$ cat config.mk
export PLATFORM = sky130hd
export DESIGN_NAME = id_witf_ctrl
export DESIGN_NICKNAME = d
export VERILOG_FILES = /design/src/rtl/id_witf_ctrl.sv
export SDC_FILE = /design/constraint.sdc
export NUM_CORES = 1
export LEC_CHECK = 0
export CAP_MARGIN = 20
export CORE_ASPECT_RATIO = 0.75
export CORE_UTILIZATION = 35
export CTS_CLUSTER_DIAMETER = 120
export DETAILED_ROUTE_END_ITERATION = 12
export MAX_ROUTING_LAYER = met4
export PLACE_DENSITY_LB_ADDON = 0.1
export SLEW_MARGIN = 25
export SYNTH_ARGS = -nofsm -noshare
export SYNTH_HDL_FRONTEND = slang
export SYNTH_SLANG_ARGS = --single-unit
$ cat constraint.sdc
create_clock -name clk -period 3.9 [get_ports clk]
set_input_delay 0.39 -clock clk [delete_from_list [all_inputs] [get_ports clk]]
set_output_delay 0.39 -clock clk [all_outputs]
set_load 0.01 [all_outputs]
$ cat src/rtl/id_witf_ctrl.sv
// Decode-stage issue control with a write-in-flight table (WITF) for RAW stall detection.
// Optional macro WITF_BYPASS_EN: a retiring entry stops hitting, and a full table may push while popping.
module id_witf_ctrl #(
  parameter int XLEN       = 64,
  parameter int WITF_DEPTH = 4,
  parameter int RADDR_W    = 5
) (
  input  logic                        clk,
  input  logic                        rst,
  input  logic                        id_valid,
  output logic                        id_ready,
  input  logic [31:0]                 id_inst,
  input  logic [XLEN-1:0]             id_pc,
  input  logic                        reg_wr,
  input  logic                        rs1_used,
  input  logic                        rs2_used,
  input  logic                        pipeline_flush,
  input  logic                        exu_allow_in,
  output logic                        id_to_exu_valid,
  input  logic                        wb_retire,
  output logic [RADDR_W-1:0]          rs1,
  output logic [RADDR_W-1:0]          rs2,
  output logic [RADDR_W-1:0]          rd,
  output logic [31:0]                 inst_o,
  output logic [XLEN-1:0]             pc_o,
  output logic                        is_raw,
  output logic                        witf_full,
  output logic [$clog2(WITF_DEPTH):0] witf_count,
  output logic                        witf_err
);

  localparam int PTR_W = $clog2(WITF_DEPTH);
  localparam int CNT_W = PTR_W + 1;

  logic [WITF_DEPTH-1:0] r_valid;
  logic [RADDR_W-1:0]    r_rd [WITF_DEPTH];
  logic [PTR_W-1:0]      r_wr_ptr;
  logic [PTR_W-1:0]      r_rd_ptr;
  logic [CNT_W-1:0]      r_count;
  logic                  r_err;

  logic w_pop;
  logic w_push;
  logic w_ready_go;
  logic w_hit1;
  logic w_hit2;
  logic w_full;

  assign rs1    = id_inst[15 +: RADDR_W];
  assign rs2    = id_inst[20 +: RADDR_W];
  assign rd     = id_inst[7 +: RADDR_W];
  assign inst_o = id_inst;
  assign pc_o   = id_pc;

  assign w_pop = wb_retire & (r_count != '0);

`ifdef WITF_BYPASS_EN
  assign w_full = (r_count == CNT_W'(WITF_DEPTH)) & ~w_pop;
`else
  assign w_full = (r_count == CNT_W'(WITF_DEPTH));
`endif

  // Associative match of both source indices against every live entry
  always_comb begin
    w_hit1 = 1'b0;
    w_hit2 = 1'b0;
    for (int i = 0; i < WITF_DEPTH; i++) begin
`ifdef WITF_BYPASS_EN
      w_hit1 = w_hit1 | (r_valid[i] & (r_rd[i] == rs1) & ~(w_pop & (PTR_W'(i) == r_rd_ptr)));
      w_hit2 = w_hit2 | (r_valid[i] & (r_rd[i] == rs2) & ~(w_pop & (PTR_W'(i) == r_rd_ptr)));
`else
      w_hit1 = w_hit1 | (r_valid[i] & (r_rd[i] == rs1));
      w_hit2 = w_hit2 | (r_valid[i] & (r_rd[i] == rs2));
`endif
    end
  end

  assign is_raw          = id_valid & ((rs1_used & (rs1 != '0) & w_hit1) |
                                       (rs2_used & (rs2 != '0) & w_hit2));
  assign w_ready_go      = ~w_full & ~is_raw;
  assign id_ready        = ~id_valid | (w_ready_go & exu_allow_in);
  assign id_to_exu_valid = id_valid & w_ready_go & ~pipeline_flush;
  assign w_push          = id_to_exu_valid & exu_allow_in & reg_wr & (rd != '0);

  assign witf_full  = w_full;
  assign witf_count = r_count;
  assign witf_err   = r_err;

  // Table state; pop is applied before push so a full-table push+pop on one slot leaves it valid
  always_ff @(posedge clk) begin
    if (!rst) begin
      r_valid  <= '0;
      r_wr_ptr <= '0;
      r_rd_ptr <= '0;
      r_count  <= '0;
      r_err    <= 1'b0;
      for (int i = 0; i < WITF_DEPTH; i++) begin
        r_rd[i] <= '0;
      end
    end else begin
      if (w_pop) begin
        r_valid[r_rd_ptr] <= 1'b0;
        r_rd_ptr          <= r_rd_ptr + PTR_W'(1);
      end
      if (w_push) begin
        r_valid[r_wr_ptr] <= 1'b1;
        r_rd[r_wr_ptr]    <= rd;
        r_wr_ptr          <= r_wr_ptr + PTR_W'(1);
      end
      case ({w_push, w_pop})
        2'b10:   r_count <= r_count + CNT_W'(1);
        2'b01:   r_count <= r_count - CNT_W'(1);
        default: r_count <= r_count;
      endcase
      if (wb_retire && (r_count == '0)) begin
        r_err <= 1'b1;
      end
    end
  end

endmodule

Word level (Yosys, flattened, before mapping)
Memories as Yosys holds them, arrays and structs flattened.
Index checks and enable logic that the tools add are counted.
{"block": "totals", "word_cells": 86, "out_inout_bits": 119, "input_bits": 105, "ram_bits": 20, "regBits": 12, "n_memories": 1}
{"memory": "r_rd", "depth": 4, "word_bits": 5, "read_ports": 4, "rd_clocked_by_memory_dff": 0, "write_ports": 4, "line": "36", "rtl": "logic [RADDR_W-1:0] r_rd [WITF_DEPTH];"}
{"block": "op_classes", "muxes": 15, "n_eq_ne": 11, "n_reduce_logical": 10, "n_addsub": 4, "order_cmp": 4, "bitwise_logic": 36}
{"op": "5-bit equality test", "n": 8}
{"op": "1-bit bitwise AND", "n": 21}
{"op": "5-bit nonzero test", "n": 3}
{"op": "4-bit two-way mux", "n": 3}
{"op": "1-bit bitwise OR", "n": 8}
{"op": "1-bit two-way mux", "n": 7}
{"op": "2-bit by 3-bit less-than comparator with 1-bit output (second input constant)", "n": 2}
{"op": "3-bit one-hot mux with 2 select lines", "n": 1}
{"op": "5-bit two-way mux", "n": 1}
{"op": "5-bit OR reduction", "n": 1}
{"op": "2-bit by 1-bit adder with 2-bit output (second input constant)", "n": 2}
{"op": "4-bit bitwise AND", "n": 1}
{"op": "1-bit demux with 2-bit select", "n": 2}
{"op": "2-bit by 1-bit greater-or-equal comparator with 1-bit output (second input constant)", "n": 2}
{"op": "1-bit NOT", "n": 4}
{"op": "4-bit NOT", "n": 1}
{"op": "4-bit bitwise OR", "n": 1}
{"op": "3-bit by 1-bit adder with 3-bit output (second input constant)", "n": 1}
{"op": "3-bit equality test (second input constant)", "n": 1}
{"op": "1-bit logical AND", "n": 3}
{"op": "3-bit zero test", "n": 1}
{"op": "3-bit nonzero test", "n": 1}
{"op": "3-bit by 1-bit subtractor with 3-bit output (second input constant)", "n": 1}
{"op": "2-bit by 1-bit equality test with 1-bit output (second input constant)", "n": 1}
{"op": "3 further kinds", "n": 3}

Longest topological paths before layout
Gate-level depths: netlist of run 1.
{"block": "logic_depth", "depth_word": 20, "ltp_mapped": 14}

Least setup slack after synthesis of run 1
Ideal clock, no wire load.
{"block": "synth_path", "path_kind": "input -> register", "startpoint": "in id_inst[18]", "endpoint": "reg r_count[2], in the netlist witf_count[2]", "setup_time_ns": 0.076, "path_stages": 14, "n_path_buf": 2, "path_slack_ns": 0.923, "arrival_ns": 2.901, "cell_sequence": "buf_2 xor2_1 nor4_1 nand3_1 and4_1 o221ai_2 a211o_4 buf_6 ha_1 inv_1 fa_1 xor2_1 or3_1 a21boi_0"}
{"block": "synth_between", "elab_chain_len": 17, "elab_cells_between_ends": 27, "cone_classes": "6 x eq/ne; 1 x mux; 18 x bitwise; 2 x reduce/logical"}
{"element": "start, declared", "line": "12", "rtl": "input logic [31:0] id_inst,"}
{"element": "5-bit equality test", "line": "72", "rtl": "w_hit1 = w_hit1 | (r_valid[i] & (r_rd[i] == rs1));"}
{"element": "1-bit bitwise AND", "line": "72"}
{"element": "1-bit bitwise OR (3 in a row)", "line": "72"}
{"element": "1-bit bitwise AND (*)", "line": "78", "rtl": "assign is_raw = id_valid & ((rs1_used & (rs1 != '0) & w_hit1) |"}
{"element": "1-bit bitwise OR (*)", "line": "78"}
{"element": "1-bit bitwise AND (*)", "line": "78"}
{"element": "1-bit NOT (*)", "line": "80", "rtl": "assign w_ready_go = ~w_full & ~is_raw;"}
{"element": "1-bit bitwise AND (*)", "line": "80"}
{"element": "1-bit bitwise AND (*) (2 in a row)", "line": "82", "rtl": "assign id_to_exu_valid = id_valid & w_ready_go & ~pipeline_flush;"}
{"element": "1-bit bitwise AND (*) (3 in a row)", "line": "83", "rtl": "assign w_push = id_to_exu_valid & exu_allow_in & reg_wr & (rd != '0);"}
{"element": "2-bit by 1-bit equality test with 1-bit output or 2-bit equality test (tied branches)", "line": "110", "rtl": "case ({w_push, w_pop})"}
{"element": "3-bit one-hot mux with 2 select lines or 2-bit nonzero test (tied branches)"}
{"element": "end signal, assigned", "line": "111", "rtl": "2'b10: r_count <= r_count + CNT_W'(1);"}
{"element": "end signal, assigned", "line": "112", "rtl": "2'b01: r_count <= r_count - CNT_W'(1);"}
{"element": "end signal, assigned", "line": "113", "rtl": "default: r_count <= r_count;"}
{"element": "end, declared", "line": "39", "rtl": "logic [CNT_W-1:0] r_count;"}
Every way passes the cells marked *; elsewhere a longest branch is shown, timed or not.
A chain may end at the register's enable or synchronous reset.

Worst setup path after layout of run 1
{"block": "layout_path", "startpoint": "in id_inst[22]", "endpoint": "reg r_count[2], in the netlist witf_count[2]"}
{"block": "layout_between", "elab_chain_len": 17, "elab_cells_between_ends": 27, "cone_classes": "6 x eq/ne; 1 x mux; 18 x bitwise; 2 x reduce/logical"}
{"element": "5-bit equality test", "line": "73", "rtl": "w_hit2 = w_hit2 | (r_valid[i] & (r_rd[i] == rs2));"}
{"element": "1-bit bitwise AND", "line": "73"}
{"element": "1-bit bitwise OR (3 in a row)", "line": "73"}
{"element": "1-bit bitwise AND (*)", "line": "79", "rtl": "(rs2_used & (rs2 != '0) & w_hit2));"}
{"element": "1-bit bitwise OR (*)", "line": "78"}
{"element": "1-bit bitwise AND (*)", "line": "78"}
{"element": "1-bit NOT (*)", "line": "80"}
{"element": "1-bit bitwise AND (*)", "line": "80"}
{"element": "1-bit bitwise AND (*) (2 in a row)", "line": "82"}
{"element": "1-bit bitwise AND (*) (3 in a row)", "line": "83"}
{"element": "2-bit by 1-bit equality test with 1-bit output or 2-bit equality test (tied branches)", "line": "110"}
{"element": "3-bit one-hot mux with 2 select lines or 2-bit nonzero test (tied branches)"}
Marks and branches as above.

==> results of run 1 <==
## per-layer routing
layer  up-vias  global-route usage [%]  wire (um)
met5         -                       -          0
met4         0                    9.18        260
met3        34                    4.21        471
met2       101                    19.6       2440
met1       781                    21.5       3240
li1        844                       -          -
## cell usage after synthesis, drive strengths merged
cell | instances | share of area (%)
or4 | 2 | 0.76
and4 | 2 | 0.59
xor2 | 33 | 9.8
a21boi | 1 | 0.25
inv | 9 | 1.1
nand3 | 12 | 2.0
nor2 | 7 | 0.89
buf | 124 | 31
nor3 | 12 | 2.0
clkbuf | 6 | 0.76
nand2 | 21 | 2.7
edfxtp | 20 | 20
o22ai | 1 | 0.21
mux2i | 3 | 1.0
a21oi | 1 | 0.17
nor3b | 1 | 0.25
xnor2 | 10 | 3.0
nor2b | 3 | 0.64
and2 | 4 | 0.85
o21ai | 11 | 2.1
nor4 | 13 | 3.9
o31ai | 2 | 0.85
o221ai | 1 | 0.51
nand4b | 1 | 0.30
or3 | 1 | 0.21
fa | 1 | 0.68
ha | 9 | 3.8
a211o | 1 | 0.59
dfxtp | 12 | 8.1
## registers in the layout (all words and copies together) (netlist names)
register / cells
witf_err: 1
r_rd_ptr: 2
r_valid: 4
r_wr_ptr: 2
r_rd: 20
witf_count: 3
## logic make-up (layout without fill, tap and decap cells)
family / count (synthesis) / count (layout) / synth area share (%)
buf+inv: 139 / 85 / 33.4
flops: 32 / 32 / 28.5
mux: 3 / 3 / 1.02
fa+ha+maj: 10 / 10 / 4.49
xor+xnor: 43 / 43 / 12.8
compound gates: 18 / 18 / 4.71
simple gates: 79 / 79 / 15.1
## layout make-up
cell class	count	share of cell area (%)
multi-input cells	153	38.7
repair buffers	68	22.8
flip-flops and latches	32	28.9
clock inverters	3	1.46
well taps	105	4.52
inverters	9	1.16
clock buffers	5	2.37
## where the power goes
| group | total, mW | switching, mW | internal, mW | leakage (nW) |
|---|---|---|---|---|
| combinational | 0.205 | 0.0991 | 0.106 | 0.669 |
| sequential | 0.395 | 0.0190 | 0.376 | 0.304 |
| clock | 0.323 | 0.134 | 0.189 | 0.0541 |
| total | 0.922 | 0.252 | 0.670 | 1.03 |
## critical path, stage by stage
cell and delay [ns]:
clkdlybuf4s50_1 0.63, xor2_1 0.24, nor4_1 0.33, nand3_1 0.14
and4_1 0.22, o221ai_2 0.30, a211o_4 0.16, ha_1 0.16
inv_1 0.06, fa_1 0.37, xor2_1 0.15, or3_1 0.30
a21boi_0 0.15
## metrics by stage
stage               power [mW]  std cells  setup slack [ns]  area, sq um
floorplan                0.619        324             0.923         2950
global placement         0.612        367             0.244         2790
detailed placement       0.610        367             0.191         2790
CTS                      0.931        375             0.488         2910
global route             0.964        375             0.300         2910
finish                   0.922        375             0.509         2910
## how the worst max path moves through the flow
stage / endpoint / slack (ns) / cells past startpoint / from
4_1_cts: witf_count[2]$_SDFFE_PN0P_ / 0.49 / 13 / id_inst[19]
2_1_floorplan: witf_count[2]$_SDFFE_PN0P_ / 0.92 / 14 / id_inst[18]
3_5_place_dp: witf_count[2]$_SDFFE_PN0P_ / 0.19 / 13 / id_inst[19]
3_3_place_gp: witf_count[2]$_SDFFE_PN0P_ / 0.24 / 13 / id_inst[19]
6_report: witf_count[2]$_SDFFE_PN0P_ / 0.51 / 13 / id_inst[22]
5_1_grt: witf_count[2]$_SDFFE_PN0P_ / 0.30 / 13 / id_inst[22]
==> flow_metrics.env, run 1 <==
export IMPL_place_congestion=0.866
export IMPL_ys_seq_area_share_pct=28.5
export IMPL_clock_skew_ns=0.00424
export IMPL_wl_per_cell_um=17.1
export IMPL_grt_ovfl_total=0
export IMPL_clock_latency_ns=0.28
export IMPL_ys_types=34
export IMPL_r2r_cells=12
export IMPL_drcViolationCount=0
export IMPL_grt_setup_unrepaired="no"
export IMPL_slew_viol_final=0
export IMPL_p_per_area_mw_per_mm2=317
export IMPL_fin_nets=384
export IMPL_grt_max_degree=31
export IMPL_final_util_pct=36.2
export IMPL_vias_per_cell=4.69
export IMPL_vias=1760
export IMPL_crit_arrival_ns=3.61
export IMPL_fillCellCount=817
export IMPL_grt_pass1_wl_um=9740
export IMPL_totalWireLength_um=6410
export IMPL_drtIter0Drc=120
export IMPL_worstHoldPathType="reg -> reg"
export IMPL_die_w_um=108
export IMPL_min_from="witf_err$_SDFFE_PN0P_"
export IMPL_critPathKind="in -> reg"
export IMPL_clock_tree_buffer_depth=2
export IMPL_grt_util_all_layers_pct=15.5
export IMPL_first_pass_iters=4
export IMPL_holdPathStages=2
export IMPL_die_area_sq_mm=0.00881
export IMPL_syn2layout_area_growth_pct=-1.57
export IMPL_layout_commonest_cell="clkdlybuf4s50_1"
export IMPL_ff2ff_setup_slack_ns=0.86
export IMPL_drv_cap=0
export IMPL_row_count=28
export IMPL_holdPathEnd="witf_err$_SDFFE_PN0P_"
export IMPL_numCtsBuffers=5
export IMPL_synth_warning_count=0
export IMPL_die_h_um=81.5
export IMPL_tns_ns=0
export IMPL_period_needed_ns=3.39
export IMPL_relSlewSlack_pct=40.2
export IMPL_setup_violations=0
export IMPL_hold_violations=0
export IMPL_final_cell_mix="clkdlybuf4s50_1, xor2_1, nand2_1"
export IMPL_multi_input_area_sq_mm=0.00112
export IMPL_worstReg2RegEnd="witf_count[2]$_SDFFE_PN0P_"
export IMPL_period_share_pct=87.0
export IMPL_core_area_sq_mm=0.00802
export IMPL_cp_max_fo=7
export IMPL_ys_seq_elements=32
export IMPL_io_pins=224
export IMPL_reg2reg_from="r_rd[2][2]$_SDFFCE_PN0P_"
export IMPL_synthCells=324
export IMPL_antenna_cells=0
export IMPL_antenna_found_initial=0
export IMPL_worst_slew_pin_slew_ns=0.895
export IMPL_drtAntennaViolNets=0
export IMPL_syn_area_sq_mm=0.00295
export IMPL_syn_nets=439
export IMPL_syn_avg_cell_area_sq_um=9.11
export IMPL_cts_setup_buffers=0
export IMPL_port_buffer_count=61
export IMPL_seq_area_sq_um=841
export IMPL_cts_tree="done"
export IMPL_critPathLaunchType="input pin"
export IMPL_htreeDepth=2
export IMPL_holdWs_ns=0.502
export IMPL_final_layout_size_suffix_gt1_share_pct=10.0
export IMPL_cts_resized=0
export IMPL_first_global_vias=1701
export IMPL_initial_utilization_pct=36.8
export IMPL_clock_sinks=32
export IMPL_outcome="completed"
export IMPL_cts_clk_slew_worst_paths_ns=0.07
export IMPL_cts_hold_buffers=0
export IMPL_fmax_ghz=0.295
export IMPL_dpl_hpwl_um=5020
export IMPL_required_ns=4.11
export IMPL_root_buffer="clkbuf_8"
export IMPL_vdd_ir_drop_max_mv=0.132
export IMPL_p_leak_nw=1.03
export IMPL_critPathCaptureType="register"
Power figures use the tool's default switching activity.
==> run 2, diff against run 1 <==
--- a/config.mk
+++ b/config.mk
@@ -6,7 +6,7 @@
 export NUM_CORES = 1
 export LEC_CHECK = 0
 export CAP_MARGIN = 20
-export CORE_ASPECT_RATIO = 0.75
+export CORE_ASPECT_RATIO = 1.75
 export CORE_UTILIZATION = 35
 export CTS_CLUSTER_DIAMETER = 120
 export DETAILED_ROUTE_END_ITERATION = 12
==> run 2 against run 1 <==
Against the previous run: critical endpoint unchanged; clock power up 36%; non-clock buffer count did not move; highest routed layer unchanged; core utilization shrank 0.59 points; via count rose by 1.6%; register-to-register slack worse by 0.05 ns; die area increased by 0.12%; routed wire length increased by 8.0%; largest cell class unchanged; maximum frequency fell by 2.1%; sequential power hardly changed.
==> flow_metrics.env, run 2 (synthesis gave the netlist of run 1 again) <==
export IMPL_final_util_pct=35.6
export IMPL_syn2layout_area_growth_pct=-0.339
export IMPL_top_register="r_rd"
export IMPL_place_ws_ns=0.130
export IMPL_dpl_hpwl_um=5550
export IMPL_reg2reg_from="r_rd[0][3]$_SDFFCE_PN0P_"
export IMPL_ff2ff_setup_slack_ns=0.81
export IMPL_drtIter0Drc=45
export IMPL_layout_commonest_cell="clkdlybuf4s50_1"
export IMPL_first_pass_iters=4
export IMPL_worstHoldPathType="reg -> reg"
export IMPL_drtAntennaViolNets=0
export IMPL_fin_nets=384
export IMPL_port_buffer_count=61
export IMPL_numCtsBuffers=5
export IMPL_period_needed_ns=3.47
export IMPL_antenna_found_initial=0
export IMPL_vias_per_cell=4.94
export IMPL_outcome="completed"
export IMPL_antenna_cells=0
export IMPL_place_congestion=0.864
export IMPL_period_share_pct=88.9
export IMPL_final_cell_mix="clkdlybuf4s50_1, xor2_1, nand2_1"
export IMPL_cts_resized=0
export IMPL_critPathLaunchType="input pin"
export IMPL_dp_cells=354
export IMPL_worst_path_max_delay_cell="clkdlybuf4s50_1"
export IMPL_grt_setup_unrepaired="no"
export IMPL_die_area_sq_mm=0.00882
export IMPL_htreeDepth=2
export IMPL_wl_per_cell_um=19.1
export IMPL_first_global_vias=1813
export IMPL_drcViolationCount=0
export IMPL_vdd_ir_drop_max_mv=0.205
export IMPL_layout_setup_ws_ns=0.434
export IMPL_worst_slew_pin_slew_ns=0.887
export IMPL_root_buffer="clkbuf_16"
export IMPL_clock_latency_ns=0.27
export IMPL_top_layer="met4"
export IMPL_p_leak_nw=1.05
export IMPL_core_area_sq_mm=0.00826
export IMPL_worstReg2RegEnd="witf_count[2]$_SDFFE_PN0P_"
export IMPL_cp_max_fo=7
export IMPL_dr_wl_met3_um=448
export IMPL_timing_critical_path_mode_cell="xor2_1"
export IMPL_cts_clk_slew_worst_paths_ns=0.05
export IMPL_totalWireLength_um=6920
export IMPL_initial_utilization_pct=35.7
export IMPL_cts_hold_buffers=0
export IMPL_relSlewSlack_pct=40.7
export IMPL_crit_chain="clkdlybuf4s50_1 -> xor2_1 -> nor4_1 -> nand3_1 -> and4_1 -> o221ai_2 -> a211o_4 -> ha_1 -> inv_1 -> fa_1 -> xor2_1 -> or3_1 -> a21boi_0"
export IMPL_critPathKind="in -> reg"
export IMPL_layout_cells_non_filler=362
export IMPL_r2r_cells=12
export IMPL_io_pins=224
export IMPL_min_from="witf_err$_SDFFE_PN0P_"
export IMPL_p_per_area_mw_per_mm2=354
export IMPL_required_ns=4.10
export IMPL_crit_arrival_ns=3.66
export IMPL_wl_met1_um=2010
export IMPL_final_layout_size_suffix_gt1_share_pct=9.63
export IMPL_clock_sinks=32
export IMPL_holdPathEnd="witf_err$_SDFFE_PN0P_"
export IMPL_wl_met2_um=3660
export IMPL_clock_tree_buffer_depth=2
export IMPL_slew_viol_final=0
export IMPL_grt_ovfl_total=0
export IMPL_die_w_um=71.4
export IMPL_clock_skew_ns=0.00437
export IMPL_grt_util_all_layers_pct=15.9
export IMPL_holdPathStages=2
export IMPL_power_mw=1.04
export IMPL_max_stage_delay_ns=0.62
export IMPL_grt_pass1_wl_um=9860
export IMPL_fillCellCount=847
export IMPL_drv_cap=0
export IMPL_setup_violations=0
export IMPL_grt_max_degree=31
export IMPL_largest_reg_flops=20
export IMPL_row_count=44
export IMPL_cts_setup_buffers=0
export IMPL_hold_violations=0
export IMPL_vias=1788
export IMPL_tns_ns=0
export IMPL_cts_tree="done"
export IMPL_fmax_ghz=0.289
export IMPL_critPathCaptureType="register"
export IMPL_die_h_um=123
[run 2: per-stage QoR]
step	hold WS, ns	area, sq um
5_1_grt	0.540	2940
2_1_floorplan	0.463	2950
3_5_place_dp	0.481	2780
3_3_place_gp	0.476	2780
4_1_cts	0.502	2940
6_report	0.496	2940
[run 2: layout make-up]
cell class	instances	area (sq um)	area share, %
Clock buffer	6	129	4.38
Clock inverter	2	35.0	1.19
Inverter	9	33.8	1.15
Multi-Input combinational cell	153	1120	38.2
Sequential cell	32	841	28.6
Tap cell	92	115	3.91
Timing Repair Buffer	68	663	22.5
[run 2: layer usage]
layer	up-vias	GRT usage, %
met5	-	-
li1	839	-
met3	74	1.79
met2	66	27.1
met4	0	21.6
met1	809	12.7
[run 2: how the worst max path moves through the flow]
stage,start,end,slack (ns),cells past startpoint
floorplan,id_inst[18],witf_count[2]$_SDFFE_PN0P_,0.92,14
global placement,id_inst[17],witf_count[2]$_SDFFE_PN0P_,0.17,13
detailed placement,id_inst[17],witf_count[2]$_SDFFE_PN0P_,0.13,13
CTS,id_inst[17],witf_count[2]$_SDFFE_PN0P_,0.42,13
global route,id_inst[17],witf_count[2]$_SDFFE_PN0P_,0.23,13
finish,id_inst[17],witf_count[2]$_SDFFE_PN0P_,0.43,13
[run 2: worst max-delay path: cells and delay by family]
family                   cells  cell delay [ns]
buffers and inverters        2             0.68
XOR/XNOR                     2             0.41
adder cells (fa/ha/maj)      2             0.53
AND/OR/NAND/NOR              4             1.10
AO/OA/AOI/OAI                3             0.55
[run 2: power breakdown]
group | internal [mW] | switching, mW
clock | 0.300 | 0.138
sequential | 0.376 | 0.0193
combinational | 0.106 | 0.101
==> run 3, diff against run 2 <==
--- a/config.mk
+++ b/config.mk
@@ -12,7 +12,6 @@
 export DETAILED_ROUTE_END_ITERATION = 12
 export MAX_ROUTING_LAYER = met4
 export PLACE_DENSITY_LB_ADDON = 0.1
-export SLEW_MARGIN = 25
 export SYNTH_ARGS = -nofsm -noshare
 export SYNTH_HDL_FRONTEND = slang
 export SYNTH_SLANG_ARGS = --single-unit
==> results of run 3 <==
No change in the layout: final DEF, timing and power equal those of run 2.
